### config.mk
export PLATFORM = sky130hd
export DESIGN_NAME = ledbits_driver
export DESIGN_NICKNAME = d
export VERILOG_FILES = /design/src/rtl/ledbits_driver.sv
export SDC_FILE = /design/constraint.sdc
export NUM_CORES = 1
export LEC_CHECK = 0
export CAP_MARGIN = 15
export CORE_UTILIZATION = 60
export DETAILED_ROUTE_END_ITERATION = 10
export PLACE_DENSITY = 0.82
export RECOVER_POWER = 25
export SLEW_MARGIN = 25
export SYNTH_ARGS = -nofsm -noshare
export SYNTH_HDL_FRONTEND = slang
export SYNTH_SLANG_ARGS = --single-unit
export TNS_END_PERCENT = 5
### constraint.sdc
create_clock -name clk -period 4.8 [get_ports clk]
set_clock_uncertainty 0.1 [all_clocks]
set_input_delay 0.96 -clock clk [delete_from_list [all_inputs] [get_ports clk]]
set_output_delay 0.96 -clock clk [all_outputs]
set_load 0.02 [all_outputs]
### src/rtl/ledbits_driver.sv
// WIDTH-pin LED driver with SET/BLINK/ROTATE/BOUNCE modes stepped by an internal prescaler.
// Mode change reaches the leds after 1 cycle; en=0 freezes the prescaler and the leds; there is no backpressure.
module ledbits_driver #(
  parameter int               WIDTH   = 4,
  parameter logic [WIDTH-1:0] PATTERN = WIDTH'(4'b0101),
  parameter int               DIV     = 12_000_000
) (
  input  logic             clk,
  input  logic             rst,
  input  logic             en,
  input  logic [1:0]       mode,
  output logic [WIDTH-1:0] leds,
  output logic             tick
);

  localparam int CW = $clog2(DIV);
  localparam logic [CW-1:0] CMAX = CW'(DIV - 1);

  typedef enum logic [1:0] {
    M_SET    = 2'b00,
    M_BLINK  = 2'b01,
    M_ROTATE = 2'b10,
    M_BOUNCE = 2'b11
  } mode_e;

  mode_e            mode_q, mode_d, mode_in;
  logic             loaded, loaded_d;
  logic [CW-1:0]    cnt, cnt_d;
  logic             dir, dir_d;
  logic [WIDTH-1:0] leds_d;
  logic             tick_d;
  logic [WIDTH-1:0] shl, shr;

  assign mode_in = mode_e'(mode);
  assign shl     = leds << 1;
  assign shr     = leds >> 1;

  always_ff @(posedge clk) begin
    if (rst) begin
      mode_q <= M_SET;
      loaded <= 1'b0;
      cnt    <= '0;
      dir    <= 1'b0;
      leds   <= '0;
      tick   <= 1'b0;
    end else begin
      mode_q <= mode_d;
      loaded <= loaded_d;
      cnt    <= cnt_d;
      dir    <= dir_d;
      leds   <= leds_d;
      tick   <= tick_d;
    end
  end

  // 'loaded' forces a load on the first cycle after reset even when mode already reads SET.
  always_comb begin
    mode_d   = mode_q;
    loaded_d = loaded;
    cnt_d    = cnt;
    dir_d    = dir;
    leds_d   = leds;
    tick_d   = 1'b0;
    if (!loaded || (mode_in != mode_q)) begin
      mode_d   = mode_in;
      loaded_d = 1'b1;
      cnt_d    = '0;
      dir_d    = 1'b0;
      leds_d   = (mode_in == M_BOUNCE) ? WIDTH'(1) : PATTERN;
    end else if (en) begin
      if (cnt == CMAX) begin
        cnt_d  = '0;
        tick_d = 1'b1;
        case (mode_q)
          M_SET:    leds_d = PATTERN;
          M_BLINK:  leds_d = (leds == '0) ? PATTERN : '0;
          M_ROTATE: leds_d = shl | (leds >> (WIDTH - 1));
          M_BOUNCE: begin
            if (WIDTH > 1) begin
              if (!dir) begin
                leds_d = shl;
                if (shl[WIDTH-1]) dir_d = 1'b1;
              end else begin
                leds_d = shr;
                if (shr[0]) dir_d = 1'b0;
              end
            end
          end
          default:  leds_d = leds;
        endcase
      end else begin
        cnt_d = cnt + CW'(1);
      end
    end
  end

endmodule
After elaboration in Yosys (flattened, before gate mapping)
Cells that the tools add are included.
Storage, ports and cells
  logic and storage cells: 37
  register bits after elaboration: 33
  input port bits: 5
  output and inout bits: 5
Cells by class
  mux-type cells: 12
  equal/unequal tests: 6
  bitwise logic cells: 2
  add/subtract/negate cells: 1
  reductions and logical operators: 10
Operators with widths (number)
  $add A24 B1 Y24 const B: 1
  $eq A24 B24 Y1 const B: 1
  $mux W24: 1
  $mux W4: 4
  $pmux W4 S4: 1
  $eq A2 B2 Y1 const B: 3
  $mux W3: 2
  $logic_not A4 Y1: 1
  $mux W1: 4
  $or A4 B1 Y4: 1
  $reduce_bool A2 Y1: 2
  $reduce_and A3 Y1: 1
  $reduce_or A3 Y1: 1
  $eq A2 B1 Y1 const B: 1
  $logic_not A2 Y1: 1
  $ne A2 B2 Y1: 1
  $reduce_and A2 Y1: 1
  $reduce_or A2 Y1: 1
  $logic_not A1 Y1: 1
  $logic_or A1 B1 Y1: 1
  $not A1 Y1: 1

Logic depth before layout (Yosys ltp)
Gate-level depths: netlist (run 1).
  depth after elaboration: 6
  depth in mapped cells: 7
  gate-level depth less buffers: 6

Worst setup path before layout (run 1)
Ideal clock, no wire load.
  kind: input to register
  start point: input port en
  end point: register cnt[23]
  setup time: 115 ps
  arrival time: 2125 ps
  slack: 2460 ps
  buffers on the path: 1
  data required time: 4585 ps
  cell stages on the path: 6
  cells stage by stage: nand4_2 -> or4_1 -> buf_2 -> nor4_4 -> xnor2_1 -> nor2_2
RTL lines
  start: declaration: line 10  | input logic en,
  end signal: assignment: line 49  | cnt <= cnt_d;
  end: declaration: line 28  | logic [CW-1:0] cnt, cnt_d;

==> results of run 1 <==
==> power by group <==
part	internal, mW	total [mW]	switching [mW]
Combinational	0.0107	0.0220	0.0112
Sequential	0.276	0.280	0.00390
Clock	0.0583	0.145	0.0871
==> tightest hold or removal path: stages (launching register included) <==
cell,delay (ns)
dfxtp_1,0.35
nand2_1,0.06
a21oi_1,0.05
==> placed cells by master, fill, tap and decap left out, drive strengths merged, types with 3 or more instances in the layout <==
master,synthesis,layout
a211oi,3,3
dfxtp,33,33
nand2b,3,3
o21ai,3,3
nor4b,3,3
a21oi,8,8
nor4,3,3
and3,3,3
nor3,4,4
nand2,16,16
inv,4,4
nor2,30,30
clkdlybuf4s50,0,6
dlygate4sd3,0,3
nand4,10,10
nand3,11,11
xnor2,15,15
clkbuf,3,8
nor2b,4,4
xor2,7,7
==> cells by family after synthesis <==
| group | Yosys count |
|---|---|
| compound gates | 17 |
| fa+ha+maj | 1 |
| simple gates | 97 |
| xor+xnor | 22 |
| flops | 33 |
| buf+inv | 10 |
| mux | 3 |
==> metrics by stage <==
| stage | worst slack, ns | instance area (um^2) |
|---|---|---|
| 2_1_floorplan | 2.460 | 1574 |
| 3_3_place_gp | 1.722 | 1669 |
| 3_5_place_dp | 1.651 | 1669 |
| 4_1_cts | 2.004 | 1718 |
| 5_1_grt | 1.857 | 1718 |
| 6_report | 1.980 | 1718 |
==> registers in the layout, indices dropped and copies added (netlist names) <==
| signal | flops |
|---|---|
| cnt | 24 |
| leds | 4 |
| mode_q | 2 |
| dir | 1 |
| loaded | 1 |
| tick | 1 |
==> layer usage <==
metal,vias up,part of all wire,global-route usage
li1,654,-,-
met5,-,0,0
met1,603,0.44,0.2968
met3,6,0.055,0.08621
met4,0,0.021,0.1184
met2,33,0.48,0.4188
==> worst paths after layout <==
check                              from      end  slack, ns  depth (start not counted)
worst min-delay path            leds[1]  leds[1]       0.40                          2
worst max-delay path                 en  cnt[22]       1.98                          6
worst max register to register   cnt[8]   cnt[9]       2.56                          5
worst min register to register  leds[1]  leds[1]       0.40                          2
==> final cells by class <==
type / instances / area, um^2 / share of cell area
clock buffers: 8 / 48.80 / 0.02840
inverters: 4 / 15.01 / 0.008740
flip-flops and latches: 33 / 660.6 / 0.3846
well taps: 30 / 37.54 / 0.02185
multi-input cells: 140 / 865.8 / 0.5040
repair buffers: 9 / 90.09 / 0.05244
==> impl_metrics.env, run 1 <==
export IMPL_ys_seq_elements=33
export IMPL_postSynthCellCount=183
export IMPL_hold_path_class="flip-flop to flip-flop"
export IMPL_synth_edf_count=0
export IMPL_hold_viol=0
export IMPL_ys_types=39
export IMPL_synthAdderAreaFrac=0.007949
export IMPL_grt_pass1_vias=1154
export IMPL_insertion_delay_ns=0.34
export IMPL_path_max_fanout=8
export IMPL_critPathCaptureType="flip-flop"
export IMPL_viasPerCell=5.786
export IMPL_synthTopCellsByArea="dfxtp_1 42%, xnor2_1 8.3%, nor2_1 6.9%"
export IMPL_synthMuxAreaShare=0.01987
export IMPL_crit_family="simple AND/OR/NAND/NOR gates"
export IMPL_ys_async_sr_fraction=0
export IMPL_setup_viol=0
export IMPL_finalSetupTns_ns=0
export IMPL_utilization=0.6934
export IMPL_total_leakage_power_nw=0.5179
export IMPL_cts_resized=0
export IMPL_grt_max_degree=19
export IMPL_coreArea_mm2=0.002477
export IMPL_dp_cells=216
export IMPL_post_route_period_util=0.5876
export IMPL_htreeDepth=2
export IMPL_wl_per_cell_um=13.64
export IMPL_synth_top_area_frac=0.4197
export IMPL_ir_worst_vdd_uv=231.9
export IMPL_cpMaxStageDelayCell="nor4_1"
export IMPL_cts_tree="built"
export IMPL_drtAntennaViolNets=0
export IMPL_arrival_ns=2.94
export IMPL_synth_area_leader_cell="dfxtp_1"
export IMPL_ys_warnings_count=0
export IMPL_drive_gt1_frac=0.06186
export IMPL_fillCellCount=204
export IMPL_slew_violations=0
export IMPL_root_buffer="clkbuf_4"
export IMPL_start_util=0.6354
export IMPL_fin_crit_ns=2.820
export IMPL_cts_made_buffers=5
export IMPL_power_mw=0.4477
export IMPL_synth_fp_nets=189
export IMPL_dieArea_mm2=0.002832
export IMPL_post_cts_setup_buffer_count=0
export IMPL_synth_compound_area_frac=0.06518
export IMPL_antenna_found_initial=0
export IMPL_yosysSeqAreaShare=0.4197
export IMPL_slew_limit_headroom=0.4987
export IMPL_max_stage_delay_ns=0.69
export IMPL_via_count=1296
export IMPL_worst_pin_slew_ns=0.7450
export IMPL_cp_cell_sequence="clkdlybuf4s50_1 > nand4_1 > nor4_1 > nor3b_1 > xnor2_1 > nor2_1"
export IMPL_drt_wl_total_um=3056
export IMPL_synth_flop_cell="dfxtp_1"
export IMPL_whs_ns=0.4006
export IMPL_die_w_um=53.22
export IMPL_postCtsHoldBufs=0
export IMPL_power_density_mw_per_mm2=260.6
export IMPL_grt_pass1_wl_um=5030
export IMPL_synth_top_family_by_area="simple AND/OR/NAND/NOR gates"
export IMPL_drc=0
export IMPL_die_h_um=53.22
export IMPL_first_pass_iters=4
export IMPL_path_buf_inv=1
export IMPL_synth_xor_area_frac=0.1224
export IMPL_cts_sinks=33
export IMPL_drt_iter0_markers=24
export IMPL_synthesis_area_mm2=0.001574
export IMPL_start_kind="input pin"
export IMPL_area_growth_pct=9.142
export IMPL_nets=199
export IMPL_syn_avg_cell_area_um2=8.601
export IMPL_max_freq_mhz=354.6
export IMPL_yosys_area_share_simple=0.3347
export IMPL_grt_total_usage=0.2560
export IMPL_rsz0062_at_grt="no"
export IMPL_grt_overflow=0
export IMPL_netlist_top_cells_count="33 x dfxtp_1, 29 x nor2_1, 16 x nand2_1"
export IMPL_hpwl_um=2183
export IMPL_antenna_cells=0
export IMPL_fin_cells=224
export IMPL_cts_buffer_depth=2
export IMPL_worstSetupPathType="input pin to flip-flop"
export IMPL_io_buffers=9
export IMPL_required_ns=4.92
export IMPL_io_pins=10
export IMPL_yosysMostFrequentCell="dfxtp_1"
export IMPL_maxCapViolCount=0
export IMPL_outcome="complete, no violations"
export IMPL_gp_congestion=0.8708
export IMPL_row_count=18
export IMPL_path_clk_slew_ns=0.10
No activity file was read; power rests on OpenSTA's default activity.
==> inputs of run 2 (changes only) <==
--- a/config.mk
+++ b/config.mk
@@ -6,9 +6,9 @@
 export NUM_CORES = 1
 export LEC_CHECK = 0
 export CAP_MARGIN = 15
-export CORE_UTILIZATION = 60
+export CORE_UTILIZATION = 57
 export DETAILED_ROUTE_END_ITERATION = 10
-export PLACE_DENSITY = 0.82
+export PLACE_DENSITY = 0.78
 export RECOVER_POWER = 25
 export SLEW_MARGIN = 25
 export SYNTH_ARGS = -nofsm -noshare
==> constraint.sdc (replaced) <==
create_clock -name clk -period 2.95 [get_ports clk]
set_clock_uncertainty 0.1 [all_clocks]
set_input_delay 0.59 -clock clk [delete_from_list [all_inputs] [get_ports clk]]
set_output_delay 0.59 -clock clk [all_outputs]
set_load 0.02 [all_outputs]
==> run 2 against run 1 <==
Effect of this change:
- sequential share of layout area decreased by 0.17 points
- critical path type unchanged
- clock power is 63% higher
- critical path depth unchanged
- cell count grew 0.45%
- non-clock buffer count grew 1
- combinational power increased by 61%
- sequential cell count is the same
- highest routed layer unchanged
- design area grew 0.44%
- total power is 63% higher
- worst hold slack got worse by 0.0060 ns
- count of clock-buffer cells in the layout unchanged
==> impl_metrics.env, run 2 (synthesized netlist as in run 1, its figures left out) <==
export IMPL_slew_violations=0
export IMPL_whs_path_depth=2
export IMPL_p_sw_mw=0.1670
export IMPL_ir_worst_vdd_uv=454.8
export IMPL_area_growth_pct=9.618
export IMPL_cp_cell_sequence="dlygate4sd3_1 > nand4_2 > or4_1 > nor4_4 > xnor2_1 > nor2_2"
export IMPL_fin_ws_ns=0.4664
export IMPL_root_buffer="clkbuf_4"
export IMPL_p_int_mw=0.5615
export IMPL_setup_viol=0
export IMPL_wl_met3_um=131
export IMPL_r2r_setup_slack_ns=0.66
export IMPL_drc=0
export IMPL_io_buffers=9
export IMPL_cts_tree="built"
export IMPL_start_kind="input pin"
export IMPL_power_density_mw_per_mm2=422.2
export IMPL_post_route_period_util=0.8419
export IMPL_grt_total_usage=0.2406
export IMPL_viasPerCell=5.751
export IMPL_grt_pass1_vias=1099
export IMPL_postCtsHoldBufs=0
export IMPL_coreArea_mm2=0.002545
export IMPL_hpwl_um=2231
export IMPL_cpMaxStageDelayCell="dlygate4sd3_1"
export IMPL_max_freq_mhz=402.6
export IMPL_antenna_cells=0
export IMPL_clkPwrFrac=0.325
export IMPL_slew_limit_headroom=0.6553
export IMPL_fin_crit_ns=2.484
export IMPL_drive_gt1_frac=0.06667
export IMPL_io_pins=10
export IMPL_gp_congestion=0.8225
export IMPL_seq_area_um2=660.6
export IMPL_final_common_cell="dfxtp_1"
export IMPL_reg_top3="cnt x24, leds x4, mode_q x2"
export IMPL_drtAntennaViolNets=0
export IMPL_htreeDepth=2
export IMPL_critPathCaptureType="flip-flop"
export IMPL_required_ns=3.08
export IMPL_reg2reg_depth=5
export IMPL_total_leakage_power_nw=0.5242
export IMPL_maxCapViolCount=0
export IMPL_dieArea_mm2=0.002976
export IMPL_drt_iter0_markers=27
export IMPL_outcome="complete, no violations"
export IMPL_grt_max_degree=19
export IMPL_multi_input_area_um2=865.8
export IMPL_antenna_found_initial=0
export IMPL_worst_pin_slew_ns=0.5098
export IMPL_cts_buffer_depth=2
export IMPL_grt_overflow=0
export IMPL_start_util=0.6185
export IMPL_power_mw=0.7285
export IMPL_post_cts_setup_buffer_count=0
export IMPL_grt_pass1_wl_um=4843
export IMPL_die_w_um=54.55
export IMPL_m1WireLength_um=1452
export IMPL_nets=200
export IMPL_whs_ns=0.3946
export IMPL_wl_per_cell_um=13.83
export IMPL_layout_common_cells="33 x dfxtp_1, 29 x nor2_1, 16 x nand2_1, 15 x xnor2_1, 10 x nand3_1"
export IMPL_path_max_fanout=8
export IMPL_first_pass_iters=4
export IMPL_p_seq_frac=0.626
export IMPL_place_area_mm2=0.001677
export IMPL_final_area_mm2=0.001725
export IMPL_rsz0062_at_grt="no"
export IMPL_cts_resized=0
export IMPL_via_count=1294
export IMPL_hold_path_class="flip-flop to flip-flop"
export IMPL_row_count=18
export IMPL_top_register="cnt"
export IMPL_endpoint="cnt[23]"
export IMPL_max_stage_delay_ns=0.67
export IMPL_drt_wl_total_um=3111
export IMPL_r2r_start="cnt[8]"
export IMPL_met2WireLength_um=1495
export IMPL_worstSetupPathType="input pin to flip-flop"
export IMPL_r2r_end="cnt[13]"
export IMPL_pwr_share_comb=0.049
export IMPL_die_h_um=54.55
export IMPL_startpoint="en"
export IMPL_sw_frac_of_total=0.2292
export IMPL_cts_sinks=33
export IMPL_insertion_delay_ns=0.33
export IMPL_finalSetupTns_ns=0
export IMPL_hold_viol=0
export IMPL_highest_layer="met4"
export IMPL_pre_cts_slack_ns=0.1838
export IMPL_fillCellCount=215
export IMPL_arrival_ns=2.61
export IMPL_cts_made_buffers=5
export IMPL_largest_register_ffs=24
export IMPL_path_clk_slew_ns=0.09
==> run 2: changes by cell type in the layout (fill, tap and decap cells not counted), sizes merged <==
cell / delta
buf: +1
clkdlybuf4s50: -2
dlygate4sd3: +2
==> run 2: stage by stage <==
step	util	instances
CTS	0.6780	225
detailed placement	0.6588	217
global placement	0.6588	217
finish	0.6780	225
global route	0.6780	225
floorplan	-	183
==> run 2: metal layers <==
metal  vias to the layer above  track usage
li1                        659            -
met1                       604       0.2879
met2                        27       0.3882
met3                         4      0.09167
met4                         0      0.08974
met5                         -            0
==> run 2: cell type report <==
class	instances	share of cell area
well taps	30	0.02175
inverters	4	0.008702
multi-input cells	140	0.5018
repair buffers	10	0.05656
flip-flops and latches	33	0.3829
clock buffers	8	0.02828
==> run 2: how the worst min path moves through the flow <==
stage / from / to / slack, ns
final: leds[1] / leds[1] / 0.39
after CTS: leds[1] / leds[1] / 0.40
after global routing: cnt[1] / cnt[1] / 0.42
after detailed placement: leds[1] / leds[1] / 0.39
after floorplan: cnt[1] / cnt[1] / 0.37
after global placement: leds[1] / leds[1] / 0.38
==> run 2: critical path: cells and delay by family <==
kind / cells / cell delay, ns
simple gates: 4 / 1.19
xor+xnor: 1 / 0.16
buf+inv: 1 / 0.67
==> run 2: power groups by stage <==
stage,registers (mW),clock network (mW),logic (mW)
after global placement,0.466,0,0.0352
after detailed placement,0.467,0,0.0367
after CTS,0.456,0.247,0.0368
after floorplan,0.466,0,0.0209
after global routing,0.457,0.264,0.0386
final,0.456,0.237,0.0354
==> inputs of run 3 (changes only) <==
==> constraint.sdc (replaced) <==
create_clock -name clk -period 2.55 [get_ports clk]
set_clock_uncertainty 0.1 [all_clocks]
set_input_delay 0.51 -clock clk [delete_from_list [all_inputs] [get_ports clk]]
set_output_delay 0.51 -clock clk [all_outputs]
set_load 0.02 [all_outputs]
==> run 3 against run 2 <==
Effect of this change:
- global-route usage shrank 0.074 points
- total power rose by 16%
- combinational power increased by 19%
- cell count is 0.89% higher
- critical path depth decreased by 1
- core utilization up 0.59 points
- routed wire length shrank 1.3%
- via count rose by 2.4%
- sequential share of layout area down 0.33 points
- register-to-register slack worse by 0.41 ns
- non-clock buffer count increased by 2
- design area up 0.87%
- critical endpoint is now cnt[15]
- largest cell class unchanged
- highest routed layer unchanged
==> impl_metrics.env, run 3 (synthesized netlist as in run 1, its figures left out) <==
export IMPL_drt_wl_total_um=3070
export IMPL_io_pins=10
export IMPL_critPathCaptureType="flip-flop"
export IMPL_insertion_delay_ns=0.32
export IMPL_post_cts_setup_buffer_count=0
export IMPL_grt_overflow=0
export IMPL_reg_top3="cnt x24, leds x4, mode_q x2"
export IMPL_hpwl_um=2297
export IMPL_die_w_um=54.55
export IMPL_start_kind="flip-flop"
export IMPL_finalSetupTns_ns=0
export IMPL_drc=0
export IMPL_coreArea_mm2=0.002545
export IMPL_fillCellCount=225
export IMPL_hold_viol=0
export IMPL_hold_path_class="flip-flop to flip-flop"
export IMPL_top_register="cnt"
export IMPL_p_seq_frac=0.626
export IMPL_power_density_mw_per_mm2=484.4
export IMPL_worst_pin_slew_ns=0.5655
export IMPL_clkPwrFrac=0.324
export IMPL_via_count=1325
export IMPL_p_sw_mw=0.1919
export IMPL_layout_common_cells="33 x dfxtp_1, 29 x nor2_1, 16 x nand2_1, 15 x xnor2_1, 10 x nand3_1"
export IMPL_cts_made_buffers=5
export IMPL_antenna_found_initial=0
export IMPL_startpoint="cnt[8]"
export IMPL_gp_congestion=0.9004
export IMPL_fin_crit_ns=2.305
export IMPL_grt_max_degree=19
export IMPL_cts_buffer_depth=2
export IMPL_p_int_mw=0.6511
export IMPL_first_pass_iters=4
export IMPL_reg2reg_depth=5
export IMPL_worstSetupPathType="flip-flop to flip-flop"
export IMPL_drt_iter0_markers=24
export IMPL_r2r_setup_slack_ns=0.25
export IMPL_slew_violations=0
export IMPL_path_clk_slew_ns=0.10
export IMPL_arrival_ns=2.40
export IMPL_cts_tree="built"
export IMPL_total_leakage_power_nw=0.5364
export IMPL_fin_ws_ns=0.2452
export IMPL_required_ns=2.65
export IMPL_start_util=0.6185
export IMPL_pwr_share_comb=0.050
export IMPL_largest_register_ffs=24
export IMPL_grt_pass1_vias=1217
export IMPL_maxCapViolCount=0
export IMPL_endpoint="cnt[15]"
export IMPL_ir_worst_vdd_uv=298.7
export IMPL_root_buffer="clkbuf_4"
export IMPL_pre_cts_slack_ns=0.06008
export IMPL_postCtsHoldBufs=0
export IMPL_max_freq_mhz=433.9
export IMPL_sw_frac_of_total=0.2277
export IMPL_drtAntennaViolNets=0
export IMPL_slew_limit_headroom=0.6177
export IMPL_post_route_period_util=0.9038
export IMPL_grt_total_usage=0.2398
export IMPL_r2r_start="cnt[8]"
export IMPL_nets=202
export IMPL_drive_gt1_frac=0.07614
export IMPL_fin_cells=227
export IMPL_viasPerCell=5.837
export IMPL_dp_cells=219
export IMPL_antenna_cells=0
export IMPL_rsz0062_at_grt="no"
export IMPL_wl_per_cell_um=13.52
export IMPL_row_count=18
export IMPL_cts_sinks=33
export IMPL_area_growth_pct=10.57
export IMPL_whs_ns=0.4063
export IMPL_die_h_um=54.55
export IMPL_htreeDepth=2
export IMPL_path_max_fanout=18
export IMPL_outcome="complete, no violations"
export IMPL_r2r_end="cnt[15]"
export IMPL_setup_viol=0
export IMPL_io_buffers=9
export IMPL_utilization=0.6839
export IMPL_final_common_cell="dfxtp_1"
export IMPL_dieArea_mm2=0.002976
export IMPL_grt_pass1_wl_um=4954
export IMPL_cts_resized=0
==> run 3: cell count changes in the layout (fill, tap and decap cells not counted) <==
cell,previous run,this run
buf_4,1,3
==> run 3: cell type report <==
| type | count | area, um^2 | share of cell area |
|---|---|---|---|
| multi-input combinational | 140 | 865.8 | 0.4975 |
| clock buffer | 8 | 48.80 | 0.02804 |
| tap | 30 | 37.54 | 0.02157 |
| inverter | 4 | 15.01 | 0.008627 |
| sequential | 33 | 660.6 | 0.3796 |
| timing repair buffer | 12 | 112.6 | 0.06470 |
==> run 3: metrics by stage <==
step           total power, mW  instance area (um^2)
2_1_floorplan           0.5638                  1574
3_3_place_gp            0.5809                  1692
3_5_place_dp            0.5829                  1692
4_1_cts                 0.8508                  1740
5_1_grt                 0.8765                  1740
6_report                0.8431                  1740
==> run 3: critical path, cell delays in order, from the launching register on <==
cell	delay [ns]
dfxtp_1	0.38
nor4b_1	0.42
nor4b_1	0.53
nand3_1	0.28
nand3_2	0.36
nor2_1	0.11
==> run 3: worst min path at each step <==
stage	from	endpoint	cells past startpoint
floorplan	cnt[1]	cnt[1]	2
global placement	leds[3]	leds[3]	2
detailed placement	cnt[1]	cnt[1]	2
CTS	leds[3]	leds[3]	2
global route	leds[1]	leds[1]	2
finish	cnt[1]	cnt[1]	2
==> run 3: power groups by stage <==
| stage | clock network (mW) | registers [mW] | logic, mW |
|---|---|---|---|
| 3_5_place_dp | 0 | 0.540 | 0.0434 |
| 5_1_grt | 0.301 | 0.529 | 0.0464 |
| 4_1_cts | 0.280 | 0.527 | 0.0437 |
| 3_3_place_gp | 0 | 0.539 | 0.0418 |
| 2_1_floorplan | 0 | 0.540 | 0.0242 |
| 6_report | 0.273 | 0.527 | 0.0422 |
==> run 3: routing by layer <==
metal  track usage  vias to the layer above  routed length, um
met5             0                        -                  0
met4        0.1325                        0                 51
met3       0.05833                        7                120
met2        0.4228                       30               1514
met1        0.2603                      629               1384
li1              -                      659                  -
